[config.mk]
export PLATFORM = sky130hd
export DESIGN_NAME = irq_ctrl
export DESIGN_NICKNAME = d
export VERILOG_FILES = /design/src/rtl/irq_ctrl.sv
export SDC_FILE = /design/constraint.sdc
export NUM_CORES = 1
export LEC_CHECK = 0
export ABC_AREA = 0
export BUFFER_PORTS_ARGS = -buffer_cell sky130_fd_sc_hd__buf_2
export CORE_AREA = 2 2 79 81
export CTS_CLUSTER_SIZE = 25
export DETAILED_ROUTE_END_ITERATION = 10
export DIE_AREA = 0 0 81 83
export PLACE_DENSITY = 0.68
export SLEW_MARGIN = 20
export SYNTH_ARGS = -nofsm -noshare
export SYNTH_HDL_FRONTEND = slang
export SYNTH_SLANG_ARGS = --single-unit
[constraint.sdc]
create_clock -name clk -period 1.6 [get_ports clk]
set_input_delay 0.16 -clock clk [delete_from_list [all_inputs] [get_ports clk]]
set_output_delay 0.16 -clock clk [all_outputs]
set_load 0.05 [all_outputs]
[src/rtl/irq_ctrl.sv]
// -----------------------------------------------------------------------------
// irq_ctrl -- six-line prioritised interrupt controller in front of CP0.
//
// Each line is sampled into s_q, with the previous sample kept in s_prev_q.
// Edge-mode lines latch a pending bit on a rising edge. That bit is cleared
// by write-1-to-clear or by EOI. Level-mode lines follow the sample.
//
// A three-state FSM (IDLE / ASSERT / SERVICE) presents the highest-priority
// unmasked pending line as a one-hot request. Bit 5 has the highest priority.
// The FSM records which line CP0 accepted and counts accepts modulo 256.
//
// Optional build macro: IRQ_SYNC_EN. When it is defined, a two-flop
// synchroniser sits in front of s_q. This adds two cycles of input latency.
// -----------------------------------------------------------------------------
module irq_ctrl (
    input  logic        clk,
    input  logic        reset,
    input  logic [5:0]  src,
    input  logic        cp0_req,
    input  logic [1:0]  addr,
    input  logic        we,
    input  logic [31:0] wdata,
    output logic [31:0] rdata,
    output logic [5:0]  hwint
);

    typedef enum logic [1:0] {
        ST_IDLE    = 2'd0,
        ST_ASSERT  = 2'd1,
        ST_SERVICE = 2'd2
    } state_t;

    // One-hot decode of a line index; indices above 5 give no line.
    function automatic logic [5:0] onehot6(input logic [2:0] idx);
        logic [5:0] v;
        v = 6'b000000;
        case (idx)
            3'd0:    v = 6'b000001;
            3'd1:    v = 6'b000010;
            3'd2:    v = 6'b000100;
            3'd3:    v = 6'b001000;
            3'd4:    v = 6'b010000;
            3'd5:    v = 6'b100000;
            default: v = 6'b000000;
        endcase
        return v;
    endfunction

    // Index of the highest set bit; returns 0 when no bit is set.
    function automatic logic [2:0] prio_enc6(input logic [5:0] m);
        logic [2:0] idx;
        idx = 3'd0;
        for (int i = 0; i < 6; i++) begin
            if (m[i]) begin
                idx = 3'(i);
            end else begin
                idx = idx;
            end
        end
        return idx;
    endfunction

    logic [5:0] s_in_s;
    logic [5:0] s_q;
    logic [5:0] s_prev_q;
    logic [5:0] mask_q;
    logic [5:0] mask_d;
    logic [5:0] mode_q;
    logic [5:0] mode_d;
    logic [5:0] pending_q;
    logic [5:0] pending_d;
    logic [5:0] rise_s;
    logic [5:0] w1c_s;
    logic [5:0] eoi_clr_s;
    logic [5:0] masked_s;
    logic       eligible_s;
    logic [2:0] sel_s;
    logic       eoi_s;
    state_t     state_q;
    logic [2:0] sel_q;
    logic [2:0] isr_id_q;
    logic [7:0] cnt_q;
    logic [5:0] hwint_q;

`ifdef IRQ_SYNC_EN
    logic [5:0] sync1_q;
    logic [5:0] sync2_q;

    // Two-flop synchroniser for the asynchronous device lines.
    always_ff @(posedge clk) begin
        if (reset) begin
            sync1_q <= 6'b000000;
            sync2_q <= 6'b000000;
        end else begin
            sync1_q <= src;
            sync2_q <= sync1_q;
        end
    end

    assign s_in_s = sync2_q;
`else
    assign s_in_s = src;
`endif

    // Sample the lines and keep the previous sample for edge detection.
    always_ff @(posedge clk) begin
        if (reset) begin
            s_q      <= 6'b000000;
            s_prev_q <= 6'b000000;
        end else begin
            s_q      <= s_in_s;
            s_prev_q <= s_q;
        end
    end

    assign eoi_s      = we && (addr == 2'd3);
    assign masked_s   = pending_q & mask_q;
    assign eligible_s = |masked_s;
    assign sel_s      = prio_enc6(masked_s);

    // Next-state for MASK and MODE from register writes.
    always_comb begin
        mask_d = mask_q;
        mode_d = mode_q;
        if (we && (addr == 2'd0)) begin
            mask_d = wdata[5:0];
        end else begin
            mask_d = mask_q;
        end
        if (we && (addr == 2'd2)) begin
            mode_d = wdata[5:0];
        end else begin
            mode_d = mode_q;
        end
    end

    // Pending next-state. On edge lines a new edge beats a same-cycle clear.
    // Level lines simply track the sample.
    always_comb begin
        rise_s    = s_q & ~s_prev_q;
        w1c_s     = 6'b000000;
        eoi_clr_s = 6'b000000;
        if (we && (addr == 2'd1)) begin
            w1c_s = wdata[5:0];
        end else begin
            w1c_s = 6'b000000;
        end
        if (eoi_s && (state_q == ST_SERVICE)) begin
            eoi_clr_s = onehot6(isr_id_q);
        end else begin
            eoi_clr_s = 6'b000000;
        end
        pending_d = (mode_q & (rise_s | (pending_q & ~(w1c_s | eoi_clr_s))))
                  | (~mode_q & s_q);
    end

    // Configuration and pending registers.
    always_ff @(posedge clk) begin
        if (reset) begin
            mask_q    <= 6'b000000;
            mode_q    <= 6'b000000;
            pending_q <= 6'b000000;
        end else begin
            mask_q    <= mask_d;
            mode_q    <= mode_d;
            pending_q <= pending_d;
        end
    end

    // Request FSM.
    // hwint is registered alongside the state so that it is the one-hot of
    // sel_q exactly while the FSM is in ASSERT.
    always_ff @(posedge clk) begin
        if (reset) begin
            state_q  <= ST_IDLE;
            sel_q    <= 3'd0;
            isr_id_q <= 3'd0;
            cnt_q    <= 8'd0;
            hwint_q  <= 6'b000000;
        end else begin
            case (state_q)
                ST_IDLE: begin
                    if (eligible_s) begin
                        state_q <= ST_ASSERT;
                        sel_q   <= sel_s;
                        hwint_q <= onehot6(sel_s);
                    end else begin
                        hwint_q <= 6'b000000;
                    end
                end
                ST_ASSERT: begin
                    // Re-latch sel every cycle so a higher-priority line preempts.
                    sel_q <= sel_s;
                    if (!eligible_s) begin
                        state_q <= ST_IDLE;
                        hwint_q <= 6'b000000;
                    end else if (cp0_req) begin
                        state_q  <= ST_SERVICE;
                        isr_id_q <= sel_s;
                        cnt_q    <= cnt_q + 8'd1;
                        hwint_q  <= 6'b000000;
                    end else begin
                        hwint_q <= onehot6(sel_s);
                    end
                end
                ST_SERVICE: begin
                    hwint_q <= 6'b000000;
                    if (eoi_s) begin
                        state_q <= ST_IDLE;
                    end else begin
                        state_q <= ST_SERVICE;
                    end
                end
                default: begin
                    state_q <= ST_IDLE;
                    hwint_q <= 6'b000000;
                end
            endcase
        end
    end

    assign hwint = hwint_q;

    // Register read mux; unused bits read as zero.
    always_comb begin
        rdata = 32'h0000_0000;
        case (addr)
            2'd0:    rdata = {26'd0, mask_q};
            2'd1:    rdata = {26'd0, pending_q};
            2'd2:    rdata = {26'd0, mode_q};
            2'd3:    rdata = {16'd0, cnt_q, 1'b0, isr_id_q, 2'b00, state_q};
            default: rdata = 32'h0000_0000;
        endcase
    end

endmodule

==> impl_metrics.py, run 1 <==
metrics = {
    "cells_and_area": {
        "final_nets": 339,
        "layout_common_cells": "dfxtp_1, buf_2, nor2_1",
        "final_area_sq_mm": 0.002754,
        "area_growth_pct": 21.07,
        "final_common_cell": "dfxtp_1",
        "drive_above_1_share_pct": 26.44,
        "nFillCells": 560,
        "antenna_cells": 0,
        "final_util_pct": 47.35,
    },
    "timing": {
        "finalMaxSlewViolations": 0,
        "slew_headroom_pct": 54.64,
        "fin_worst_skew_ns": 0.008539,
        "max_freq_mhz": 633.1,
        "rsz0062_at_grt": "yes",
        "finalHoldViolCount": 0,
        "fin_crit_sh_pct": 98.72,
        "setup_viol": 0,
        "finalSetupTns_ns": 0,
        "period_minus_slack_ns": 1.579,
        "holdWs_ns": 0.06382,
        "tightest_slew_ns": 0.6803,
    },
    "route": {
        "via_per_inst": 4.997,
        "drc": 0,
        "first_iter_violations": 98,
        "ant_nets": 0,
        "drt_wl_total_microns": 4931,
        "avgRoutedWirePerCell_microns": 13.33,
        "dr.pass1.iters": 4,
        "num_vias": 1849,
    },
    "clock_network": {
        "cts-root-buf": "clkbuf_8",
        "max-clock-path-buffers": 2,
        "htreeDepth": 2,
        "clock_sinks": 49,
        "cts_tree": "done",
        "clk_pin_slew_ns": 0.09,
        "cts_inserted_buffers": 5,
        "clk_latency_ns": 0.30,
        "postCtsHoldBufs": 0,
    },
    "floorplanning": {
        "die_h_microns": 83,
        "initial_core_util_pct": 39.11,
        "core.rowCount": 28,
        "ios": 82,
        "core_region_area_sq_mm": 0.005816,
        "chipWidth_microns": 81,
        "dieArea_sq_mm": 0.006723,
    },
    "pwr": {
        "p_leak_nw": 1.245,
        "vdd_ir_drop_max_mv": 0.4548,
        "power_mw": 2.487,
        "p_per_area_mw_per_mm2": 903.3,
    },
    "global_route": {
        "grt_overflow": 0,
        "grt_start_max_net_pins": 40,
        "top_usage_layer": "met2",
        "met3_usage_pct": 3.804,
        "grt_pass1_wl_microns": 7969,
        "grt_util_met1_pct": 21.53,
        "grt_pass1_vias": 1671,
        "grtUsageMet2_pct": 22.16,
        "antenna_found_initial": 0,
        "gr-usage-all-layers_pct": 15.04,
    },
    "worst_setup_path": {
        "worstSetupStartpointType": "flop",
        "crit_chain": "buf_6, mux4_2, buf_8",
        "cp.required_ns": 1.44,
        "end_kind": "output pin",
        "ff2ff_setup_slack_ns": 0.05,
        "max_stage_delay_ns": 0.48,
        "cp.arrival_ns": 1.42,
        "crit_path_top_delay_cell": "mux4_2",
        "critPathKind": "flop to output pin",
        "path_max_fanout": 4,
    },
    "synthesis": {
        "synth_edf_count": 0,
        "yosys.area.top_type": "dfxtp_1",
        "ys.flop_type": "dfxtp_1",
        "ys_warn_count": 0,
        "synth_area_sq_mm": 0.002275,
        "synthTopCellsByArea": "dfxtp_1, mux2i_1, buf_4",
        "synth_seq_cells": 49,
        "synth.distinct_cells": 40,
        "syn_avg_cell_area_sq_um": 9.439,
        "yosysSeqAreaShare_pct": 43.12,
        "yosysTopAreaCellShare_pct": 43.12,
        "syn-instance-count": 241,
        "synthArstFlopShare_pct": 0,
    },
    "place": {
        "port_buffers": 38,
        "gp_congestion": 0.7966,
        "placed_area_sq_mm": 0.002579,
        "hpwlAfterDp_microns": 3625,
    },
    "job": {
        "drv_cap": 0,
    },
    "hold_path": {
        "hold_path_class": "input port to flop",
    },
    "status": {
        "status": "complete, no violations",
    },
}
per-stage QoR:
stage | cells | worst slack (ns)
after floorplan | 257 | 0.06601
after global placement | 361 | 0.09671
after detailed placement | 361 | 0.06120
after CTS | 369 | 0.0003632
after global routing | 370 | -0.01735
final | 370 | 0.02055
metal layers:
| layer | routed length, microns | up-vias |
|---|---|---|
| met1 | 2328 | 857 |
| met2 | 2185 | 68 |
| met4 | 58 | 0 |
| met3 | 358 | 6 |
| li1 | - | 918 |
| met5 | 0 | - |
cells by family (layout without fill, tap and decap cells):
| family | count (synthesis) | in the layout | share of synthesized area, % |
|---|---|---|---|
| muxes | 24 | 24 | 12.98 |
| AOI/OAI and AO/OA | 32 | 32 | 11.44 |
| other | 1 | 17 | 0.1649 |
| buffers and inverters | 29 | 67 | 8.031 |
| adders and majority gates | 1 | 1 | 0.5500 |
| DFF | 49 | 49 | 43.12 |
| and+or+nand+nor | 103 | 103 | 22.94 |
| xor gates and xnor gates | 2 | 2 | 0.7702 |
worst paths after layout:
path                 endpoint  cells past startpoint         start
setup reg to reg     cnt_q[6]                      4  pending_q[1]
setup / recovery     rdata[5]                      3  pending_q[5]
hold reg to reg   s_prev_q[3]                      1        s_q[3]
hold / removal         s_q[2]                      2        src[2]
registers in the layout, indices dropped and copies added (netlist names):
name / cells
s_prev_q: 6
isr_id_q: 3
s_q: 6
hwint: 6
cnt_q: 8
mask_q: 6
pending_q: 6
mode_q: 6
state_q: 2
cell usage after synthesis, drive strengths merged (2+ instances only):
cell	instances
a211o	6
a211oi	3
a21oi	2
a22o	5
and3	10
buf	20
clkbuf	7
dfxtp	49
inv	2
mux2	4
mux2i	16
mux4	4
nand2	22
nand3	5
nand4	3
nor2	31
nor2b	19
nor3	6
nor3b	2
o21ai	7
o2bb2ai	2
o311ai	2
or3	2
power by group:
group / internal, mW / switching (mW) / total [mW]
clock: 0.508 / 0.414 / 0.922
sequential: 1.25 / 0.0207 / 1.27
combinational: 0.0903 / 0.203 / 0.293
critical path, delay by kind of cell (launching register included):
kind | cells | cell delay, ns
mux | 1 | 0.48
flops | 1 | 0.35
buf+inv | 2 | 0.29
area by class of cell:
class	count	area (sq um)	share of cell area [%]
Clock buffer	6	82.58	2.999
Clock inverter	2	37.54	1.363
Inverter	2	7.507	0.2726
Multi-Input combinational cell	179	1171	42.53
Sequential cell	49	987.2	35.85
Tap cell	75	93.84	3.408
Timing Repair Buffer	57	374.1	13.58
timing repair:
item,in CTS,in global routing
endpoints found under the setup margin,3,4
setup buffers,0,1
resized for setup,5,12
pin swaps,0,0
No activity file was read; power rests on OpenSTA's default activity.
==> inputs of run 2 (changes only) <==
--- a/config.mk
+++ b/config.mk
@@ -10,3 +10,3 @@
 export CORE_AREA = 2 2 79 81
-export CTS_CLUSTER_SIZE = 25
+export CTS_CLUSTER_SIZE = 8
 export DETAILED_ROUTE_END_ITERATION = 10
==> constraint.sdc (replaced) <==
create_clock -name clk -period 1.6 [get_ports clk]
set_input_delay 0.32 -clock clk [delete_from_list [all_inputs] [get_ports clk]]
set_output_delay 0.32 -clock clk [all_outputs]
set_load 0.05 [all_outputs]
==> run 2 against run 1 <==
  * The flow now finishes with violations (setup timing)
  * Routed wire length up 3.4%
  * Clock-buffer cell count up 1
  * Design area up 6.5%
  * First-iteration DRC count down 15%
  * Final cell count up 3.2%
  * Critical endpoint is now rdata[1]
  * Largest cell class unchanged
==> impl_metrics.py, run 2 (same netlist as run 1, synthesis figures left out) <==
metrics = {
    "pwr": {
        "p_per_area_mw_per_mm2": 848.4,
        "p_leak_nw": 1.330,
        "power_mw": 2.489,
        "vdd_ir_drop_max_mv": 0.4102,
    },
    "clock_network": {
        "max-clock-path-buffers": 2,
        "clock_sinks": 49,
        "clk_latency_ns": 0.30,
        "cts_inserted_buffers": 5,
        "clk_pin_slew_ns": 0.09,
        "cts-root-buf": "clkbuf_8",
        "cts_tree": "done",
        "htreeDepth": 2,
    },
    "floorplanning": {
        "core.rowCount": 28,
        "initial_core_util_pct": 39.11,
        "die_h_microns": 83,
        "chipWidth_microns": 81,
        "ios": 82,
        "dieArea_sq_mm": 0.006723,
        "core_region_area_sq_mm": 0.005816,
    },
    "timing": {
        "finalHoldViolCount": 0,
        "fin_worst_skew_ns": 0.007821,
        "holdWs_ns": 0.2277,
        "setup_viol": 8,
        "fin_crit_sh_pct": 107.7,
        "finalMaxSlewViolations": 0,
        "rsz0062_at_grt": "yes",
        "worst_slack_ns": -0.1235,
        "slew_headroom_pct": 56.26,
        "max_freq_mhz": 580.2,
        "period_minus_slack_ns": 1.724,
        "finalSetupTns_ns": -0.3845,
        "tightest_slew_ns": 0.6560,
    },
    "worst_setup_path": {
        "r2r-start": "mask_q[1]",
        "crit_chain": "buf_6, mux4_2, buf_8",
        "cp.arrival_ns": 1.40,
        "rr_worst_depth": 5,
        "end_kind": "output pin",
        "cp.required_ns": 1.28,
        "ff2ff_setup_slack_ns": -0.05,
        "reg2reg_to": "cnt_q[5]",
        "max_stage_delay_ns": 0.49,
        "path_max_fanout": 2,
        "crit_path_top_delay_cell": "mux4_2",
        "worstSetupStartpointType": "flop",
        "critPathKind": "flop to output pin",
    },
    "place": {
        "hpwlAfterDp_microns": 3540,
        "gp_congestion": 0.7988,
        "dpl.cell_count": 362,
        "port_buffers": 38,
    },
    "route": {
        "drc": 0,
        "first_iter_violations": 83,
        "ant_nets": 0,
        "num_vias": 1850,
        "avgRoutedWirePerCell_microns": 13.35,
        "via_per_inst": 4.843,
        "drt_wl_total_microns": 5098,
        "dr.pass1.iters": 4,
    },
    "cells_and_area": {
        "largest-register": "cnt_q",
        "layout_common_cells": "dfxtp_1, buf_2, nor2_1",
        "final_nets": 351,
        "final_common_cell": "dfxtp_1",
        "area_growth_pct": 28.99,
        "antenna_cells": 0,
        "largest_register_ffs": 8,
        "layoutNonFillerInstCount": 382,
        "drive_above_1_share_pct": 32.57,
    },
    "hold_path": {
        "hold_end": "s_q[2]",
        "hp-start": "src[2]",
        "hold_path_class": "input port to flop",
        "min_path_cells": 2,
    },
    "global_route": {
        "grt_pass1_vias": 1669,
        "antenna_found_initial": 0,
        "grt_overflow": 0,
        "grt_start_max_net_pins": 39,
        "gr-usage-all-layers_pct": 15.52,
        "grt_pass1_wl_microns": 8135,
    },
    "status": {
        "status": "finished, violations left",
        "violations": "setup timing",
    },
    "job": {
        "drv_cap": 0,
    },
}
[run 2: worst max-delay path, delay by kind of cell, from the launching register on]
| family | cells | cell delay, ns |
|---|---|---|
| buffers and inverters | 2 | 0.28 |
| multiplexers | 1 | 0.49 |
| flip-flops | 1 | 0.33 |
[run 2: timing repair]
item / in CTS / in global routing
resized for setup: 28 / 9
cloned: 0 / 0
setup endpoints to repair: 6 / 13
pin swaps: 2 / 4
setup buffers: 8 / 4
hold buffers: 0 / 0
[run 2: power breakdown]
part	leakage, nW	switching, mW	internal (mW)
clock network	0.0585	0.389	0.510
logic	0.868	0.208	0.111
registers	0.403	0.0213	1.25
[run 2: final cells by class]
class | instances | area [sq um]
flip-flops and latches | 49 | 994.7
clock inverters | 1 | 30.03
inverters | 2 | 7.507
fillers | 552 | 2882
clock buffers | 7 | 86.33
well taps | 75 | 93.84
multi-input cells | 179 | 1206
repair buffers | 69 | 515.5
[run 2: through the flow]
stage | worst slack, ns | cell area, sq um | utilization (%)
2_1_floorplan | -0.1702 | 2335 | -
3_3_place_gp | -0.07696 | 2611 | 44.90
3_5_place_dp | -0.08988 | 2611 | 44.90
4_1_cts | -0.1140 | 2867 | 49.29
5_1_grt | -0.1546 | 2934 | 50.45
6_report | -0.1235 | 2934 | 50.45
[run 2: layer usage]
layer	wire [microns]	track usage, %	share of wire, %	up-vias
li1	-	-	-	938
met1	2408	20.86	47	854
met3	284	4.130	5.6	3
met4	8	3.236	0.16	0
met5	0	0	0	-
met2	2395	24.87	47	55
[run 2: worst max path at each step]
stage,to,start,slack [ns]
after global routing,rdata[1],pending_q[1],-0.15
after floorplan,rdata[2],addr[0],-0.17
after CTS,rdata[1],mask_q[1],-0.11
final,rdata[1],pending_q[1],-0.12
after detailed placement,rdata[1],addr[0],-0.09
after global placement,rdata[1],addr[0],-0.08
==> inputs of run 3 (changes only) <==
Settings changed: ABC_AREA 0 to 1, CORE_AREA 2 2 79 81 to 2 2 82 84, DIE_AREA 0 0 81 83 to 0 0 84 86, PLACE_DENSITY 0.68 to 0.66.
==> run 3 against run 2 <==
  * Non-clock buffer count down 24
  * Synthesized area is 7.2% higher
  * Critical endpoint is now rdata[5]
  * Register-to-register slack gained 0.35 ns
  * Largest cell class unchanged
  * The run now ends clean
  * Via count is 17% higher
==> impl_metrics.py, run 3 <==
metrics = {
    "status": {
        "status": "complete, no violations",
    },
    "cells_and_area": {
        "final_nets": 430,
        "antenna_cells": 0,
        "layout_common_cells": "nand2_1, nor2_1, dfxtp_1",
        "seq_area_sq_um": 989.7,
        "area_growth_pct": 16.52,
        "multiInputGateArea_sq_mm": 0.001185,
        "final_area_sq_mm": 0.002841,
        "nFillCells": 635,
        "drive_above_1_share_pct": 24.09,
        "largest-register": "cnt_q",
        "final_common_cell": "nand2_1",
        "largest_register_ffs": 8,
    },
    "timing": {
        "fin_worst_skew_ns": 0.01073,
        "period_minus_slack_ns": 1.574,
        "fin_crit_sh_pct": 98.37,
        "finalHoldViolCount": 0,
        "worst_slack_ns": 0.02606,
        "finalMaxSlewViolations": 0,
        "max_freq_mhz": 635.3,
        "holdWs_ns": 0.2111,
        "setup_viol": 0,
        "rsz0062_at_grt": "yes",
    },
    "hold_path": {
        "hold_end": "s_q[3]",
        "min_path_cells": 3,
        "hold_path_class": "input port to flop",
        "hp-start": "src[3]",
    },
    "worst_setup_path": {
        "path_max_fanout": 5,
        "r2r-start": "pending_q[5]",
        "cp.arrival_ns": 1.25,
        "reg2reg_to": "cnt_q[5]",
        "max_stage_delay_ns": 0.38,
        "crit_chain": "inv_1, o2111ai_1, buf_4",
        "cp.required_ns": 1.28,
        "startpoint": "isr_id_q[1]",
        "critPathKind": "flop to output pin",
        "end_kind": "output pin",
        "cp_num_buf_inv": 2,
        "ff2ff_setup_slack_ns": 0.30,
        "worstSetupStartpointType": "flop",
        "rr_worst_depth": 7,
        "crit_path_top_delay_cell": "dfxtp_2",
        "critical_path.top_delay_family": "flip-flops",
    },
    "global_route": {
        "grt_overflow": 0,
        "grt_pass1_vias": 1911,
        "antenna_found_initial": 0,
        "grt_pass1_wl_microns": 8783,
        "grt_start_max_net_pins": 33,
        "gr-usage-all-layers_pct": 15.10,
    },
    "route": {
        "dr_wl_met2_microns": 2342,
        "drc": 0,
        "wl_met1_microns": 2383,
        "routed.top_layer": "met4",
        "ant_nets": 0,
        "via_per_inst": 4.676,
        "avgRoutedWirePerCell_microns": 11.28,
        "wl_met3_microns": 355,
        "drt_wl_total_microns": 5222,
        "num_vias": 2165,
        "dr.pass1.iters": 4,
        "first_iter_violations": 181,
    },
    "synthesis": {
        "yosysMostFrequentCell": "nand2_1",
        "synth_seq_cells": 49,
        "synth_area_sq_mm": 0.002439,
        "yosysSeqAreaShare_pct": 40.23,
        "synthArstFlopShare_pct": 0,
        "ys.flop_type": "dfxtp_1",
        "yosysTopAreaCellShare_pct": 40.23,
        "yosys.area.top_type": "dfxtp_1",
        "synth_edf_count": 0,
        "synth.distinct_cells": 30,
        "syn_avg_cell_area_sq_um": 7.110,
        "ys_warn_count": 0,
        "synthTopCellsByArea": "dfxtp_1, nand2_1, nor2_1",
        "synth_common_cells": "nand2_1, dfxtp_1, nor2_1",
        "syn-instance-count": 343,
    },
    "clock_network": {
        "max-clock-path-buffers": 2,
        "clock_sinks": 49,
        "clk_pin_slew_ns": 0.09,
        "htreeDepth": 2,
        "postCtsHoldBufs": 0,
        "cts-root-buf": "clkbuf_8",
        "cts_tree": "done",
        "cts_inserted_buffers": 5,
        "clk_latency_ns": 0.31,
    },
    "floorplanning": {
        "initial_core_util_pct": 38.85,
        "core_region_area_sq_mm": 0.006277,
        "dieArea_sq_mm": 0.007224,
        "chipWidth_microns": 84,
        "die_h_microns": 86,
        "core.rowCount": 29,
        "ios": 82,
    },
    "place": {
        "hpwlAfterDp_microns": 3918,
        "port_buffers": 38,
        "pre_cts_ws_ns": 0.04019,
        "placed_area_sq_mm": 0.002676,
        "gp_congestion": 0.9126,
    },
    "pwr": {
        "p_per_area_mw_per_mm2": 884.5,
        "vdd_ir_drop_max_mv": 0.3867,
        "p_leak_nw": 1.237,
    },
    "job": {
        "drv_cap": 0,
    },
}
==> run 3: cell types whose count changed after synthesis, moves of 11 or more <==
cell	previous run	this run
mux2i_1	16	0
nor2b_1	19	0
nand2_1	22	77
nor2_1	31	46
nand2_2	0	11
nand3_1	5	27
inv_1	2	41
==> run 3: kinds of logic after synthesis <==
logic type	synth area share (%)
flip-flops	40.23
XOR/XNOR	0.3592
other	0.1538
buffers and inverters	14.26
adder cells (fa/ha/maj)	0.5130
AND/OR/NAND/NOR	33.35
AO/OA/AOI/OAI	11.13
==> run 3: area by class of cell <==
cell class / instances / area share [%]
clock buffer: 5 / 2.422
clock inverter: 3 / 1.673
inverter: 45 / 5.945
multi-input combinational: 239 / 41.70
sequential: 49 / 34.83
tap: 77 / 3.391
timing repair buffer: 45 / 10.04
==> run 3: layer usage <==
| metal | vias up | global-route usage (%) |
|---|---|---|
| li1 | 1133 | - |
| met1 | 935 | 19.53 |
| met2 | 83 | 23.49 |
| met3 | 14 | 3.657 |
| met4 | 0 | 7.771 |
| met5 | - | 0 |
==> run 3: worst max-delay path by stage <==
stage                 to  slack (ns)  cells past startpoint
3_3_place_gp    rdata[1]        0.07                      7
3_5_place_dp    rdata[1]        0.04                      7
6_report        rdata[5]        0.03                      3
5_1_grt         rdata[1]       -0.01                      7
2_1_floorplan  rdata[10]       -0.02                      3
4_1_cts         rdata[1]        0.02                      3
==> run 3: where the power goes <==
group,total [mW],switching [mW],internal [mW]
clock,0.922,0.444,0.477
sequential,1.28,0.0220,1.25
combinational,0.315,0.239,0.0754
==> run 3: what timing repair did <==
item | CTS | global route
gates resized for setup | 6 | 14
buffers inserted | 0 | 1
setup endpoints to repair | 4 | 10
==> run 3: worst reg2reg max path: cells and delay by family (launching register included) <==
kind / cells / cell delay [ns]
AOI/OAI and AO/OA: 1 / 0.19
DFF: 1 / 0.39
and+or+nand+nor: 6 / 0.62
==> run 3: per-stage QoR <==
| stage | setup TNS [ns] | std cells | power, mW | utilization [%] |
|---|---|---|---|---|
| finish | 0 | 463 | 2.513 | 45.27 |
| global route | -0.04178 | 463 | 2.627 | 45.27 |
| CTS | 0 | 462 | 2.540 | 44.69 |
| detailed placement | 0 | 454 | 1.613 | 42.64 |
| global placement | 0 | 454 | 1.612 | 42.64 |
| floorplan | -0.2107 | 359 | 1.566 | - |
